## src/rtl/button_event_pkg.sv

```systemverilog
// Shared constants for the button event arbiter: command codes, arbiter
// state encodings, pending-slot indices and the fixed-priority picker.
package button_event_pkg;

    localparam logic [1:0] CMD_ENERGIA  = 2'd0;
    localparam logic [1:0] CMD_MEDICINA = 2'd1;
    localparam logic [1:0] CMD_TEST     = 2'd2;

    localparam logic [0:0] ST_IDLE  = 1'b0;
    localparam logic [0:0] ST_OFFER = 1'b1;

    // Slot index equals the command code it produces.
    localparam int SLOT_E    = 0;
    localparam int SLOT_M    = 1;
    localparam int SLOT_T    = 2;
    localparam int NUM_SLOTS = 3;

    function automatic logic [1:0] prio_pick(input logic [NUM_SLOTS-1:0] pend);
        logic [1:0] code;
        if (pend[SLOT_T]) begin
            code = CMD_TEST;
        end else if (pend[SLOT_M]) begin
            code = CMD_MEDICINA;
        end else begin
            code = CMD_ENERGIA;
        end
        return code;
    endfunction

endpackage

```

## src/rtl/button_event_arbiter_if.sv

```systemverilog
// Command handshake between the button event arbiter (master) and the pet FSM (slave).
interface button_event_arbiter_if;

    logic       cmd_valid;
    logic [1:0] cmd_code;
    logic       cmd_ready;

    modport master (output cmd_valid, output cmd_code, input cmd_ready);
    modport slave  (input cmd_valid, input cmd_code, output cmd_ready);

endinterface

```

## src/rtl/button_hold_detect.sv

```systemverilog
// Registered edge detect plus hold counter. o_req fires on the rise (EMIT_RISE)
// and/or after HOLD_CYCLES of continuous hold, once or periodically (REPEAT).
module button_hold_detect #(
    parameter int unsigned HOLD_CYCLES = 32'd8,
    parameter int unsigned CNT_W       = 32'd28,
    parameter bit          EMIT_RISE   = 1'b0,
    parameter bit          REPEAT      = 1'b0
) (
    input  logic clk,
    input  logic reset,
    input  logic i_btn,
    output logic o_req
);

    localparam logic [CNT_W-1:0] CNT_FIRE = CNT_W'(HOLD_CYCLES - 32'd2);
    localparam logic [CNT_W-1:0] CNT_LAST = CNT_W'(HOLD_CYCLES - 32'd1);

    logic             r_in;
    logic             r_prev;
    logic             r_armed;
    logic [CNT_W-1:0] r_cnt;
    logic             w_rise;
    logic             w_fire;

    assign w_rise = r_in & ~r_prev;
    // The counter steps to HOLD-1 on the same edge the request is registered.
    assign w_fire = r_armed & r_in & (r_cnt == CNT_FIRE);
    assign o_req  = (EMIT_RISE & w_rise) | w_fire;

    // Input sampling, arming and hold counting; prev resets high so a held button is ignored.
    always_ff @(posedge clk) begin
        if (reset) begin
            r_in    <= 1'b1;
            r_prev  <= 1'b1;
            r_armed <= 1'b0;
            r_cnt   <= {CNT_W{1'b0}};
        end else begin
            r_in   <= i_btn;
            r_prev <= r_in;
            if (w_rise) begin
                r_cnt   <= {CNT_W{1'b0}};
                r_armed <= 1'b1;
            end else if (r_armed && r_in) begin
                r_cnt <= (r_cnt == CNT_LAST) ? {CNT_W{1'b0}} : r_cnt + CNT_W'(1);
                if (w_fire && !REPEAT) begin
                    r_armed <= 1'b0;
                end
            end else begin
                r_armed <= 1'b0;
            end
        end
    end

endmodule

```

## src/rtl/button_event_arbiter.sv

```systemverilog
// Turns debounced button levels into prioritised one-at-a-time commands and owns test_mode.
// Optional energia auto-repeat is enabled by defining BTN_AUTO_REPEAT_EN.
module button_event_arbiter
    import button_event_pkg::*;
#(
    parameter int unsigned LONG_CYCLES   = 32'd250_000_000,
    parameter int unsigned REPEAT_CYCLES = 32'd50_000_000,
    parameter int unsigned CNT_W         = 32'd28
) (
    input  logic                   clk,
    input  logic                   reset,
    input  logic                   btn_test,
    input  logic                   btn_energia,
    input  logic                   btn_medicina,
    button_event_arbiter_if.master cmd_if,
    output logic                   test_mode,
    output logic                   drop
);

    logic [NUM_SLOTS-1:0] w_req;
    logic [NUM_SLOTS-1:0] w_grant;
    logic [NUM_SLOTS-1:0] w_pend_nxt;
    logic                 w_accept;
    logic                 w_drop;
    logic                 w_req_e;
    logic                 w_req_t;

    logic [NUM_SLOTS-1:0] r_pend;
    logic [0:0]           r_state;
    logic                 r_cmd_valid;
    logic [1:0]           r_cmd_code;
    logic                 r_test_mode;
    logic                 r_drop;
    logic                 r_m_in;
    logic                 r_m_prev;

    button_hold_detect #(
        .HOLD_CYCLES (LONG_CYCLES),
        .CNT_W       (CNT_W),
        .EMIT_RISE   (1'b0),
        .REPEAT      (1'b0)
    ) u_test_hold (
        .clk   (clk),
        .reset (reset),
        .i_btn (btn_test),
        .o_req (w_req_t)
    );

`ifdef BTN_AUTO_REPEAT_EN
    button_hold_detect #(
        .HOLD_CYCLES (REPEAT_CYCLES),
        .CNT_W       (CNT_W),
        .EMIT_RISE   (1'b1),
        .REPEAT      (1'b1)
    ) u_energia_repeat (
        .clk   (clk),
        .reset (reset),
        .i_btn (btn_energia),
        .o_req (w_req_e)
    );
`else
    logic r_e_in;
    logic r_e_prev;

    // Energia edge detect: one request per press.
    always_ff @(posedge clk) begin
        if (reset) begin
            r_e_in   <= 1'b1;
            r_e_prev <= 1'b1;
        end else begin
            r_e_in   <= btn_energia;
            r_e_prev <= r_e_in;
        end
    end

    assign w_req_e = r_e_in & ~r_e_prev;
`endif

    // Medicina edge detect.
    always_ff @(posedge clk) begin
        if (reset) begin
            r_m_in   <= 1'b1;
            r_m_prev <= 1'b1;
        end else begin
            r_m_in   <= btn_medicina;
            r_m_prev <= r_m_in;
        end
    end

    // Pending-slot update: a grant and a new request in one cycle leave the slot set.
    always_comb begin
        w_req           = {NUM_SLOTS{1'b0}};
        w_req[SLOT_E]   = w_req_e;
        w_req[SLOT_M]   = r_m_in & ~r_m_prev;
        w_req[SLOT_T]   = w_req_t;
        w_accept        = r_cmd_valid & cmd_if.cmd_ready;
        w_grant         = {NUM_SLOTS{1'b0}};
        w_grant[SLOT_E] = w_accept & (r_cmd_code == CMD_ENERGIA);
        w_grant[SLOT_M] = w_accept & (r_cmd_code == CMD_MEDICINA);
        w_grant[SLOT_T] = w_accept & (r_cmd_code == CMD_TEST);
        w_pend_nxt      = w_req | (r_pend & ~w_grant);
        w_drop          = |(w_req & r_pend & ~w_grant);
    end

    // Arbiter FSM, pending slots, test_mode and drop pulse.
    always_ff @(posedge clk) begin
        if (reset) begin
            r_state     <= ST_IDLE;
            r_cmd_valid <= 1'b0;
            r_cmd_code  <= CMD_ENERGIA;
            r_test_mode <= 1'b0;
            r_drop      <= 1'b0;
            r_pend      <= {NUM_SLOTS{1'b0}};
        end else begin
            r_pend <= w_pend_nxt;
            r_drop <= w_drop;
            case (r_state)
                ST_IDLE: begin
                    if (|r_pend) begin
                        r_cmd_code  <= prio_pick(r_pend);
                        r_cmd_valid <= 1'b1;
                        r_state     <= ST_OFFER;
                    end
                end
                ST_OFFER: begin
                    if (w_accept) begin
                        r_cmd_valid <= 1'b0;
                        r_state     <= ST_IDLE;
                        if (r_cmd_code == CMD_TEST) begin
                            r_test_mode <= ~r_test_mode;
                        end
                    end
                end
                default: begin
                    r_cmd_valid <= 1'b0;
                    r_state     <= ST_IDLE;
                end
            endcase
        end
    end

    assign cmd_if.cmd_valid = r_cmd_valid;
    assign cmd_if.cmd_code  = r_cmd_code;
    assign test_mode        = r_test_mode;
    assign drop             = r_drop;

endmodule

```

## src/flat_wrapper.sv

```systemverilog
// flat-port wrapper written by rule: the top's interface ports become plain ports
module button_event_arbiter_flat import button_event_pkg::*;
#(
    parameter int unsigned LONG_CYCLES   = 32'd250_000_000,
    parameter int unsigned REPEAT_CYCLES = 32'd50_000_000,
    parameter int unsigned CNT_W         = 32'd28
)
  (clk, reset, btn_test, btn_energia, btn_medicina, test_mode, drop, cmd_if_cmd_valid, cmd_if_cmd_code, cmd_if_cmd_ready);
  button_event_arbiter_if cmd_if_i ();
  input  logic clk;
  input  logic reset;
  input  logic btn_test;
  input  logic btn_energia;
  input  logic btn_medicina;
  output logic test_mode;
  output logic drop;
  output wire logic [$bits(cmd_if_i.cmd_valid)-1:0] cmd_if_cmd_valid;
  output wire logic [$bits(cmd_if_i.cmd_code)-1:0] cmd_if_cmd_code;
  input wire logic [$bits(cmd_if_i.cmd_ready)-1:0] cmd_if_cmd_ready;
  assign cmd_if_cmd_valid = cmd_if_i.cmd_valid;
  assign cmd_if_cmd_code = cmd_if_i.cmd_code;
  assign cmd_if_i.cmd_ready = cmd_if_cmd_ready;
  button_event_arbiter #(.LONG_CYCLES(LONG_CYCLES), .REPEAT_CYCLES(REPEAT_CYCLES), .CNT_W(CNT_W)) u_core (.clk(clk), .reset(reset), .btn_test(btn_test), .btn_energia(btn_energia), .btn_medicina(btn_medicina), .cmd_if(cmd_if_i), .test_mode(test_mode), .drop(drop));
endmodule
```

## config.mk

```make
export PLATFORM = sky130hd
export DESIGN_NAME = button_event_arbiter_flat
export DESIGN_NICKNAME = d
export VERILOG_FILES = /design/src/rtl/button_event_pkg.sv /design/src/rtl/button_event_arbiter_if.sv /design/src/rtl/button_hold_detect.sv /design/src/rtl/button_event_arbiter.sv /design/src/flat_wrapper.sv
export SDC_FILE = /design/constraint.sdc
export NUM_CORES = 1
export LEC_CHECK = 0
export ABC_AREA = 1
export BUFFER_PORTS_ARGS = -buffer_cell sky130_fd_sc_hd__buf_2
export CORE_MARGIN = 2
export CORE_UTILIZATION = 30
export DETAILED_ROUTE_END_ITERATION = 12
export HOLD_SLACK_MARGIN = 0.08
export PLACE_DENSITY_LB_ADDON = 0.15
export SLEW_MARGIN = 20
export SYNTH_ARGS = -nofsm -noshare
export SYNTH_HDL_FRONTEND = slang
export SYNTH_SLANG_ARGS = --single-unit
```

## constraint.sdc

```tcl
create_clock -name clk -period 1.5 [get_ports clk]
set_input_delay 0.3 -clock clk [delete_from_list [all_inputs] [get_ports clk]]
set_output_delay 0.3 -clock clk [all_outputs]
set_load 0.02 [all_outputs]
```

**After elaboration in Yosys (flattened, before gate mapping)**

Index checks and enable logic that the tools add are counted.

- Latch bits: 0
- Memories kept: 0
- Flip-flop bits (word level): 44
- Bits of input ports: 6
- ROM bits: 0
- RAM bits: 0

- Add/sub/neg operators: 1
- Divide/modulo/power cells: 0
- Eq/ne operators: 7
- Bitwise operators: 19
- Multiplexer cells: 12
- Multipliers: 0
- Reductions and logical operators: 8
- Order comparisons: 0
- Shift operators: 0

Operator list:

| cell | count |
|---|---|
| equality test 28 bit (second input constant) | 2 |
| adder 28 x 1 -> 28 bit (second input constant) | 1 |
| two-way mux 28 bit | 1 |
| bitwise AND 1 bit | 9 |
| bitwise AND 3 bit | 3 |
| two-way mux 1 bit | 8 |
| OR reduction 3 bit | 2 |
| NOT 1 bit | 5 |
| inequality test 2 x 1 -> 1 bit (second input constant) | 2 |
| case mux 1 bit (2 select lines) | 2 |
| AND reduction 2 bit | 2 |
| inequality test 3 x 2 -> 1 bit (second input constant) | 1 |
| NOT 3 bit | 1 |
| bitwise OR 3 bit | 1 |
| AND reduction 3 bit | 1 |
| equality test 2 x 1 -> 1 bit (second input constant) | 1 |
| equality test 2 bit (second input constant) | 1 |
| logical NOT 2 bit | 1 |
| two-way mux 2 bit | 1 |
| OR reduction 2 bit | 1 |
| logical AND 1 bit | 1 |

**Depth between registers and ports, before layout**

Gate-level depths: netlist (run 1).

- Word-level depth: 5
- Gate-level depth with buffers: 9
- Gate-level depth less buffers: 9

**By module**

Synthesis (run 1) repeated with hierarchy kept, for this count alone.

- Cells, all modules: 362
- Area, all modules: 2342.2 um^2

Modules (own cells, without submodules):

| module | instances | area each (um^2) | sequential area each (um^2) | cells each |
|---|---|---|---|---|
| button_hold_detect | 1 | 1833.0 | 620.6 | 293 |
| button_event_arbiter | 1 | 509.2 | 260.2 | 69 |

**Least setup slack after synthesis (run 1)**

Ideal clock, no wire load.

- Path type: reg-to-reg
- Start: register u_core.u_test_hold.r_cnt[0]
- End: register u_core.u_test_hold.r_cnt[17]
- Required time: 1.385 ns
- Stages on the path, launching flop included: 10
- Arrival time: 1.231 ns
- Path slack: 0.155 ns
- Setup time: 0.115 ns
- Cell sequence: dfxtp_1 > ha_1 > inv_1 > nor2_2 > nand3_1 > nor2_2 > nand2_1 > nand3_2 > buf_6 > nor2_1

- Cells in the longest elaborated chain, start to end: 2
- Elaborated cells on any way between the ends: 3
- Classes of those cells: add/sub (1); eq/ne (1); mux (1)

RTL lines:

| what | line | text |
|---|---|---|
| start, declared | button_hold_detect.sv:21 | `logic [CNT_W-1:0] r_cnt;` |
| start signal, assigned | button_hold_detect.sv:36 | `r_cnt <= {CNT_W{1'b0}};` |
| start signal, assigned | button_hold_detect.sv:41 | `r_cnt <= {CNT_W{1'b0}};` |
| start signal, assigned | button_hold_detect.sv:44 | `r_cnt <= (r_cnt == CNT_LAST) ? {CNT_W{1'b0}} : r_cnt + CNT_W'(1);` |
| adder 28 x 1 -> 28 bit or equality test 28 bit (tied branches) | button_hold_detect.sv:44 |  |
| two-way mux 28 bit * | button_hold_detect.sv:44 |  |

Mark *: on every way between the ends. The rest lies on a longest branch, timed or not.
A chain may end at the register's enable or synchronous reset.

**Final worst setup path (run 1)**

- Start: register u_core.u_test_hold.r_cnt[4]
- End: register u_core.u_test_hold.r_cnt[15]

Same word-level chain as after synthesis.

==> results of run 1 <==
[sequential cells by signal, summed over array words and instances (netlist names)]
| name | cells |
|---|---|
| u_core.r_state | 1 |
| u_core.r_pend | 3 |
| u_core.cmd_if.cmd_valid | 1 |
| u_core.r_m_in | 1 |
| u_core.drop | 1 |
| u_core.r_m_prev | 1 |
| u_core.u_test_hold.r_in | 1 |
| u_core.r_e_in | 1 |
| u_core.u_test_hold.r_prev | 1 |
| u_core.r_e_prev | 1 |
| u_core.test_mode | 1 |
| u_core.u_test_hold.r_armed | 1 |
| u_core.cmd_if.cmd_code | 2 |
| u_core.u_test_hold.r_cnt | 28 |
[how the worst max path moves through the flow]
stage / endpoint / cells after the start / slack, ps
finish: u_core.u_test_hold.r_cnt[15] / 7 / 110
global route: u_core.u_test_hold.r_cnt[20] / 9 / -30
detailed placement: u_core.u_test_hold.r_cnt[17] / 8 / -60
CTS: u_core.u_test_hold.r_cnt[9] / 7 / 10
global placement: u_core.u_test_hold.r_cnt[25] / 8 / -30
floorplan: u_core.u_test_hold.r_cnt[17] / 9 / 150
[repair_timing]
action	CTS	global route
resized for setup	7	16
hold buffers	0	0
gates cloned	1	0
setup buffers	0	1
setup endpoints to repair	20	23
hold endpoints to repair	0	0
pin swaps	3	12
[power groups by stage]
stage / clock network (uW) / logic (uW) / registers, uW
final: 943 / 103 / 1200
after global routing: 1030 / 117 / 1210
after CTS: 990 / 106 / 1200
after detailed placement: 0 / 97.1 / 1230
after global placement: 0 / 97.1 / 1230
after floorplan: 0 / 59.9 / 1230
[per-stage QoR]
step / TNS (ps) / instances / worst slack, ps / hold slack [ps] / total power, uW
finish: 0 / 451 / 105 / 173 / 2250
CTS: 0 / 450 / 13.0 / 158 / 2300
global placement: -287 / 441 / -34.8 / 433 / 1330
global route: -50.5 / 451 / -32.1 / 165 / 2350
floorplan: 0 / 321 / 155 / 404 / 1290
detailed placement: -697 / 441 / -55.4 / 424 / 1330
[cells in the final DEF, fill, tap and decap left out, types with 2 or more instances in the layout]
cell,synthesis,routed
nand3_4,1,4
o21ai_0,2,2
nand2_1,78,77
dfxtp_1,44,39
dfxtp_4,0,2
xnor2_1,4,4
or2_2,6,6
nor2_1,59,55
nand3_2,5,4
buf_2,0,10
buf_4,0,14
inv_1,42,40
a21oi_1,11,11
nor3_1,2,2
nand3_1,23,22
nand2_2,5,6
nor2_2,5,7
nand4_1,6,6
dfxtp_2,0,3
clkbuf_8,0,5
xor2_1,8,8
inv_2,2,4
nor2_4,5,7
[kinds of logic (layout without fill, tap and decap cells)]
family / after synthesis / count (layout) / synth area share
buf+inv: 46 / 76 / 0.0808
flops: 44 / 44 / 0.395
compound gates: 18 / 18 / 0.0477
fa+ha+maj: 2 / 2 / 0.0112
xor+xnor: 12 / 12 / 0.0471
simple gates: 199 / 200 / 0.418
[routing by layer]
metal / vias to the layer above / routed length, um / global-route usage / part of all wire
met5: - / 0 / 0 / 0
met4: 0 / 62 / 0.0410 / 0.013
met3: 6 / 139 / 0.0277 / 0.028
met2: 15 / 2210 / 0.211 / 0.45
met1: 851 / 2480 / 0.169 / 0.51
li1: 1056 / - / - / -
[layout make-up]
cell class | instances | area share
multi-input cells | 232 | 0.463
well taps | 99 | 0.0459
clock buffers | 5 | 0.0255
clock inverters | 3 | 0.0171
repair buffers | 24 | 0.0574
inverters | 44 | 0.0611
flip-flops and latches | 44 | 0.330
==> run metrics, run 1 <==
CTS tree done; largest net degree at the start of global routing 16; hold worst-path end u_core.r_e_in; Tot GR Track Use 0.129; top cells by count, synth nand2_1, nor2_1, dfxtp_1, inv_1, nand3_1; clock skew 6.38 ps; global-route wire length before repair between 8 and 9 mm; CP max-delay cell dfxtp_1; Seq/Total Area, Yosys 0.395; initial antenna violation count 0; # DRC 0; worst setup path start u_core.u_test_hold.r_cnt[4]; number of CTS-inserted buffers 5; chip width around 90 um; number of fill cells in the layout ~800; Avg WL per Cell 10.9 um; Synth async-reset ratio 0; Worst Hold Class primary input to flip-flop; Final Core Density 0.374; sw frac 0.233; Peak VDD IR slightly above 0.3 mV; top cells by area, synth dfxtp_1, nand2_1, nor2_1; CP Launch Type flip-flop; Layout area overhead 21.1%; drt pass-1 iters 4; r2r setup slk ~110 ps; I/O Buffers 10; cells along the critical path nand2_2 > nor2_1 > nand3_1 > nor2_4 > nand2_2 > nand3_4 > nor2_1; Crit Path Class flip-flop to flip-flop; Antenna Cells 0; Top delay family on crit path simple AND/OR/NAND/NOR gates; CP max stage delay 400 ps; Core Area about 0.0072 sq mm; RSZ-0062 raised after global routing true; Hold Path Cell Cnt 2; EDFF count, synth 0; row count 31; sequential share of power 0.534; drt first-iter violations 98; most frequent cell after synthesis nand2_1; number of global-route vias before repair ~1900; Achievable Freq just over 700 MHz; syn nets 329; post-route cell area 0.00270 sq mm; # setup viols final 0; hold path start btn_energia; Pint between 1500 and 2000 uW; PwrDens between 800 and 900 mW/mm^2; Starting Density 0.309; Switching Power roughly 520 uW; Max Root-Sink Buffers 2; GRT overflow 0; final hold violations 0; placed cell areas 0.00249 sq mm; Final min period 1390 ps; Yosys reg bits 44; Synth top area share 0.395; status completed; Ys Warns 0; MaxCap Viol Count 0; r2r endpoint u_core.u_test_hold.r_cnt[15]; Mapped Cells around 320; max_slew headroom 0.664; leakage power 0.00101 uW; Cell Area, Synth 0.00223 sq mm; via count ~1900; share of cells above drive strength 1 0.224; Die Area 0.00814 sq mm; top cell type by total area after synthesis dfxtp_1; Die Y-Extent 90.2 um; final WL 4.90 mm; WP data arrival 1590 ps; synthesized area per cell 6.95 sq um; CP Max Fanout 6; Synth Flop Type dfxtp_1; reg2reg start u_core.u_test_hold.r_cnt[4]; clock share of power 0.420; clock-pin slew on the worst setup and hold paths around 90 ps; CP Buf/Inv Count 0; multi-input logic area around 0.0012 sq mm; CP Data Required Time roughly 1700 ps; nets 359; Detail Placement HPWL about 3.6 mm; Crit. End Element flip-flop; worst skew pair latency around 300 ps; Ports 11; Sink Count 44; Netlist cell types 29; actual slew at the worst max-slew pin about 500 ps; FF-to-FF path depth 7; CTS root buf clkbuf_8; H-tree depth 2; routability cong. 0.776; Final Max Slew Viols 0; post-route clock period utilization 0.930; Logic pwr share 0.046; Reg area slightly below 900 sq um; post-DR vias/cell ~4.3; post-route antenna net violation count 0
(Power assumes the default switching activity.)
==> run 2: changes to the inputs <==
--- a/config.mk
+++ b/config.mk
@@ -9,9 +9,12 @@
 export BUFFER_PORTS_ARGS = -buffer_cell sky130_fd_sc_hd__buf_2
 export CORE_MARGIN = 2
 export CORE_UTILIZATION = 30
+export CTS_BUF_LIST = sky130_fd_sc_hd__clkbuf_8 sky130_fd_sc_hd__clkbuf_16
 export DETAILED_ROUTE_END_ITERATION = 12
 export HOLD_SLACK_MARGIN = 0.08
 export PLACE_DENSITY_LB_ADDON = 0.15
+export SETUP_SLACK_MARGIN = 0.3
+export SKIP_CTS_REPAIR_TIMING = 1
 export SLEW_MARGIN = 20
 export SYNTH_ARGS = -nofsm -noshare
 export SYNTH_HDL_FRONTEND = slang
==> run metrics, run 2 (synthesis gave the netlist of run 1 again) <==
status completed; Crit. path cell count 9; worst skew pair latency approximately 300 ps; via count 2082; row count 31; most frequent cells in the layout nand2_1, inv_1, nor2_1; initial antenna violation count 0; Max Root-Sink Buffers 2; Achievable Freq 688 MHz; chip width 90.2 um; clock-pin slew on the worst setup and hold paths 90 ps; CP Launch Type flip-flop; CP max-delay cell dfxtp_4; clock skew 6.09 ps; routability cong. 0.833; CTS root buf clkbuf_8; share of cells above drive strength 1 0.428; actual slew at the worst max-slew pin about 360 ps; Worst Hold Class primary input to flip-flop; H-tree depth 2; Core Area 0.00721 sq mm; r2r setup slk about 47 ps; most frequent CP cell nor2_4; number of CTS-inserted buffers 5; max FFs per register 28; number of fill cells in the layout 758; # DRC 0; leakage power approximately 0.0012 uW; PwrDens 826 mW/mm^2; post-route clock period utilization 0.969; CP Buf/Inv Count 1; Die Area ~0.0081 sq mm; GRT overflow 0; Ports 11; CP endpoint u_core.u_test_hold.r_cnt[18]; post-route antenna net violation count 0; Sink Count 44; worst setup path start u_core.u_test_hold.r_cnt[0]; global-route wire length before repair 8.42 mm; Die Y-Extent 90.2 um; nets 374; drt pass-1 iters 4; reg2reg start u_core.u_test_hold.r_cnt[0]; largest net degree at the start of global routing 16; TNS Setup 0 ps; CP max stage delay 370 ps; overall power 2600 uW; RSZ-0062 raised after global routing true; CP Data Required Time approximately 1700 ps; drt first-iter violations 102; CTS tree done; WP data arrival 1650 ps; Avg WL per Cell between 10 and 15 um; number of global-route vias before repair 1747; Tot GR Track Use 0.129; Final Max Slew Viols 0; r2r endpoint u_core.u_test_hold.r_cnt[18]; Top delay family on crit path simple AND/OR/NAND/NOR gates; Layout area overhead 40.9%; cells along the critical path ha_4 > nand3_4 > nor2_4 > nand2_4 > nor2_4 > buf_4 > nand3_1 > nand2_1 > nor2_1; # setup viols final 0; Crit Path Class flip-flop to flip-flop; Peak VDD IR 0.368 mV; Crit. End Element flip-flop; MaxCap Viol Count 0; FF-to-FF path depth 9; final hold violations 0; Detail Placement HPWL 3.88 mm; post-DR vias/cell 4.47; CP Max Fanout 6; Largest Register u_core.u_test_hold.r_cnt; max_slew headroom 0.759; Antenna Cells 0; most common cell after layout, fill and taps aside nand2_1; Starting Density 0.309; final WL 5.73 mm; Final min period between 1000 and 1500 ps; I/O Buffers 10
## run 2: cell types whose count changed in the layout (fill, tap and decap cells not counted), moves of 4 or more
cell     before  now
nor2_1       55   35
nand2_1      77   61
nor2_2        7   22
buf_4        14   26
dfxtp_1      39   27
nand2_2       6   17
dfxtp_2       3   11
nand3_1      22   15
nand3_2       4   10
nor2_4        7   12
dfxtp_4       2    6
nand2_4       1    5
## run 2: worst min path at each step
stage / startpoint / endpoint / slack [ps] / depth (start not counted)
global route: btn_medicina / u_core.r_m_in / 160 / 2
CTS: btn_energia / u_core.r_e_in / 160 / 2
finish: btn_energia / u_core.r_e_in / 180 / 2
detailed placement: u_core.r_m_in / u_core.r_m_prev / 430 / 1
floorplan: btn_energia / u_core.r_e_in / 400 / 1
global placement: u_core.r_m_in / u_core.r_m_prev / 430 / 1
## run 2: cell type report
class	count	area, sq um	area share
tap	99	124	0.0394
clock inverter	3	90.1	0.0287
inverter	44	170	0.0541
sequential	44	917	0.292
clock buffer	5	68.8	0.0219
timing repair buffer	39	302	0.0959
multi-input combinational	232	1470	0.468
## run 2: per-layer routing
metal | global-route usage | share of wire
met1 | 0.199 | 0.50
met2 | 0.173 | 0.44
met3 | 0.0310 | 0.041
met4 | 0.0410 | 0.011
met5 | 0 | 0
## run 2: worst reg2reg max path: stages (launching register included)
cell and delay [ps]:
dfxtp_4 370, ha_4 160, nand3_4 70, nor2_4 140
nand2_4 80, nor2_4 220, buf_4 160, nand3_1 60
nand2_1 70, nor2_1 40
## run 2: report_power, final
part           internal [uW]  switching (uW)  total, uW
logic                   56.9            81.0        138
clock network            833             429       1260
registers               1180            18.8       1200
## run 2: stage by stage
step                hold WS, ps  std cells   util  cell area [sq um]  setup slack (ps)
floorplan                   404        321      -               2250               238
global placement            427        443  0.349               2520              33.8
detailed placement          430        443  0.349               2520              43.1
CTS                         165        451  0.371               2680              15.9
global route                162        466  0.436               3140             -11.7
finish                      175        466  0.436               3140              46.6
==> run 3: changes to the inputs <==
--- a/config.mk
+++ b/config.mk
@@ -12,7 +12,7 @@
 export CTS_BUF_LIST = sky130_fd_sc_hd__clkbuf_8 sky130_fd_sc_hd__clkbuf_16
 export DETAILED_ROUTE_END_ITERATION = 12
 export HOLD_SLACK_MARGIN = 0.08
-export PLACE_DENSITY_LB_ADDON = 0.15
+export PLACE_DENSITY = 0.52
 export SETUP_SLACK_MARGIN = 0.3
 export SKIP_CTS_REPAIR_TIMING = 1
 export SLEW_MARGIN = 20
==> run metrics, run 3 (synthesis gave the netlist of run 1 again) <==
Crit. path cell count 9; final hold violations 0; post-DR vias/cell roughly 4.5; Layout area overhead 40.7%; max FFs per register 28; Starting Density 0.309; clock skew 7.08 ps; overall power about 2300 uW; Hold Path Cell Cnt 2; final WL 5.63 mm; most frequent cells in the layout nand2_1, nor2_1, inv_1; CP Data Required Time 1740 ps; CP max-delay cell dfxtp_4; CP Max Fanout 7; number of CTS-inserted buffers 5; Tot GR Track Use 0.124; Detail Placement HPWL approximately 3.7 mm; cells along the critical path ha_4 > nand3_4 > nor2_4 > nand2_2 > nor2_4 > nand3_2 > nand2_2 > nand2_1 > nor2_1; post-route clock period utilization 0.975; clock-pin slew on the worst setup and hold paths 90 ps; CP Buf/Inv Count 0; drt first-iter violations 149; Crit. End Element flip-flop; drt pass-1 iters 4; number of fill cells in the layout 762; Antenna Cells 0; row count 31; CTS tree done; max_slew headroom 0.686; r2r setup slk 40 ps; Ports 11; status completed; I/O Buffers 10; Die Area 0.00814 sq mm; share of cells above drive strength 1 0.440; PnR worst setup slack between 30 and 40 ps; initial antenna violation count 0; Final min period roughly 1500 ps; Top delay family on crit path simple AND/OR/NAND/NOR gates; leakage power 0.00123 uW; Die Y-Extent about 90 um; Achievable Freq about 680 MHz; Core Area 0.00721 sq mm; nets roughly 380; Avg WL per Cell roughly 12 um; hold slack 172 ps; most common cell after layout, fill and taps aside nand2_1; actual slew at the worst max-slew pin between 400 and 500 ps; via count 2090; Sink Count 44; PwrDens 717 mW/mm^2; CTS root buf clkbuf_8; FF-to-FF path depth 9; H-tree depth 2; Crit Path Class flip-flop to flip-flop; # DRC 0; Peak VDD IR 0.548 mV; # setup viols final 0; MaxCap Viol Count 0; worst slack, placed 63.5 ps; number of global-route vias before repair around 1800; largest net degree at the start of global routing 16; global-route wire length before repair 8.22 mm; WP data arrival ~1700 ps; Worst Hold Class primary input to flip-flop; chip width 90.2 um; Max Root-Sink Buffers 2; routability cong. 0.818; Final Max Slew Viols 0; Largest Register u_core.u_test_hold.r_cnt; CP Launch Type flip-flop; CP max stage delay 370 ps; worst skew pair latency 300 ps; RSZ-0062 raised after global routing true; GRT overflow 0; post-route antenna net violation count 0
## run 3: cell types whose count changed in the layout (fill, tap and decap cells not counted), sizes merged
| cell | previous run | this run |
|---|---|---|
| bufinv | 3 | 1 |
| a21oi | 13 | 14 |
| clkbuf | 6 | 5 |
| clkinv | 0 | 2 |
| buf | 38 | 39 |
## run 3: worst paths after layout
| path | start | to |
|---|---|---|
| worst min register to register | u_core.r_m_in | u_core.r_m_prev |
| worst max-delay path | u_core.u_test_hold.r_cnt[0] | u_core.u_test_hold.r_cnt[20] |
| worst min-delay path | btn_medicina | u_core.r_m_in |
| worst max register to register | u_core.u_test_hold.r_cnt[0] | u_core.u_test_hold.r_cnt[20] |
## run 3: through the flow
stage                     cells  setup TNS (ps)  area, sq um   util
after detailed placement    443               0         2520  0.349
after CTS                   451               0         2640  0.365
final                       467               0         3140  0.435
after floorplan             321               0         2250      -
after global routing        467            -169         3140  0.435
after global placement      443               0         2520  0.349
## run 3: power breakdown
part           internal [uW]  switching (uW)
clock                    502             434
combinational           47.1            76.4
sequential              1170            17.3
total                   1720             527
## run 3: layout make-up
cell class	count	area, sq um	area share
clock buffers	5	68.8	0.0219
repair buffers	39	298	0.0949
inverters	44	178	0.0566
well taps	99	124	0.0395
clock inverters	3	47.5	0.0152
multi-input cells	233	1480	0.472
flip-flops and latches	44	940	0.299
## run 3: layer usage
metal / track usage / vias to the layer above / routed length (um)
li1: - / 1091 / -
met2: 0.184 / 28 / 2580
met5: 0 / - / 0
met4: 0.0308 / 0 / 40
met3: 0.0251 / 4 / 171
met1: 0.183 / 967 / 2840
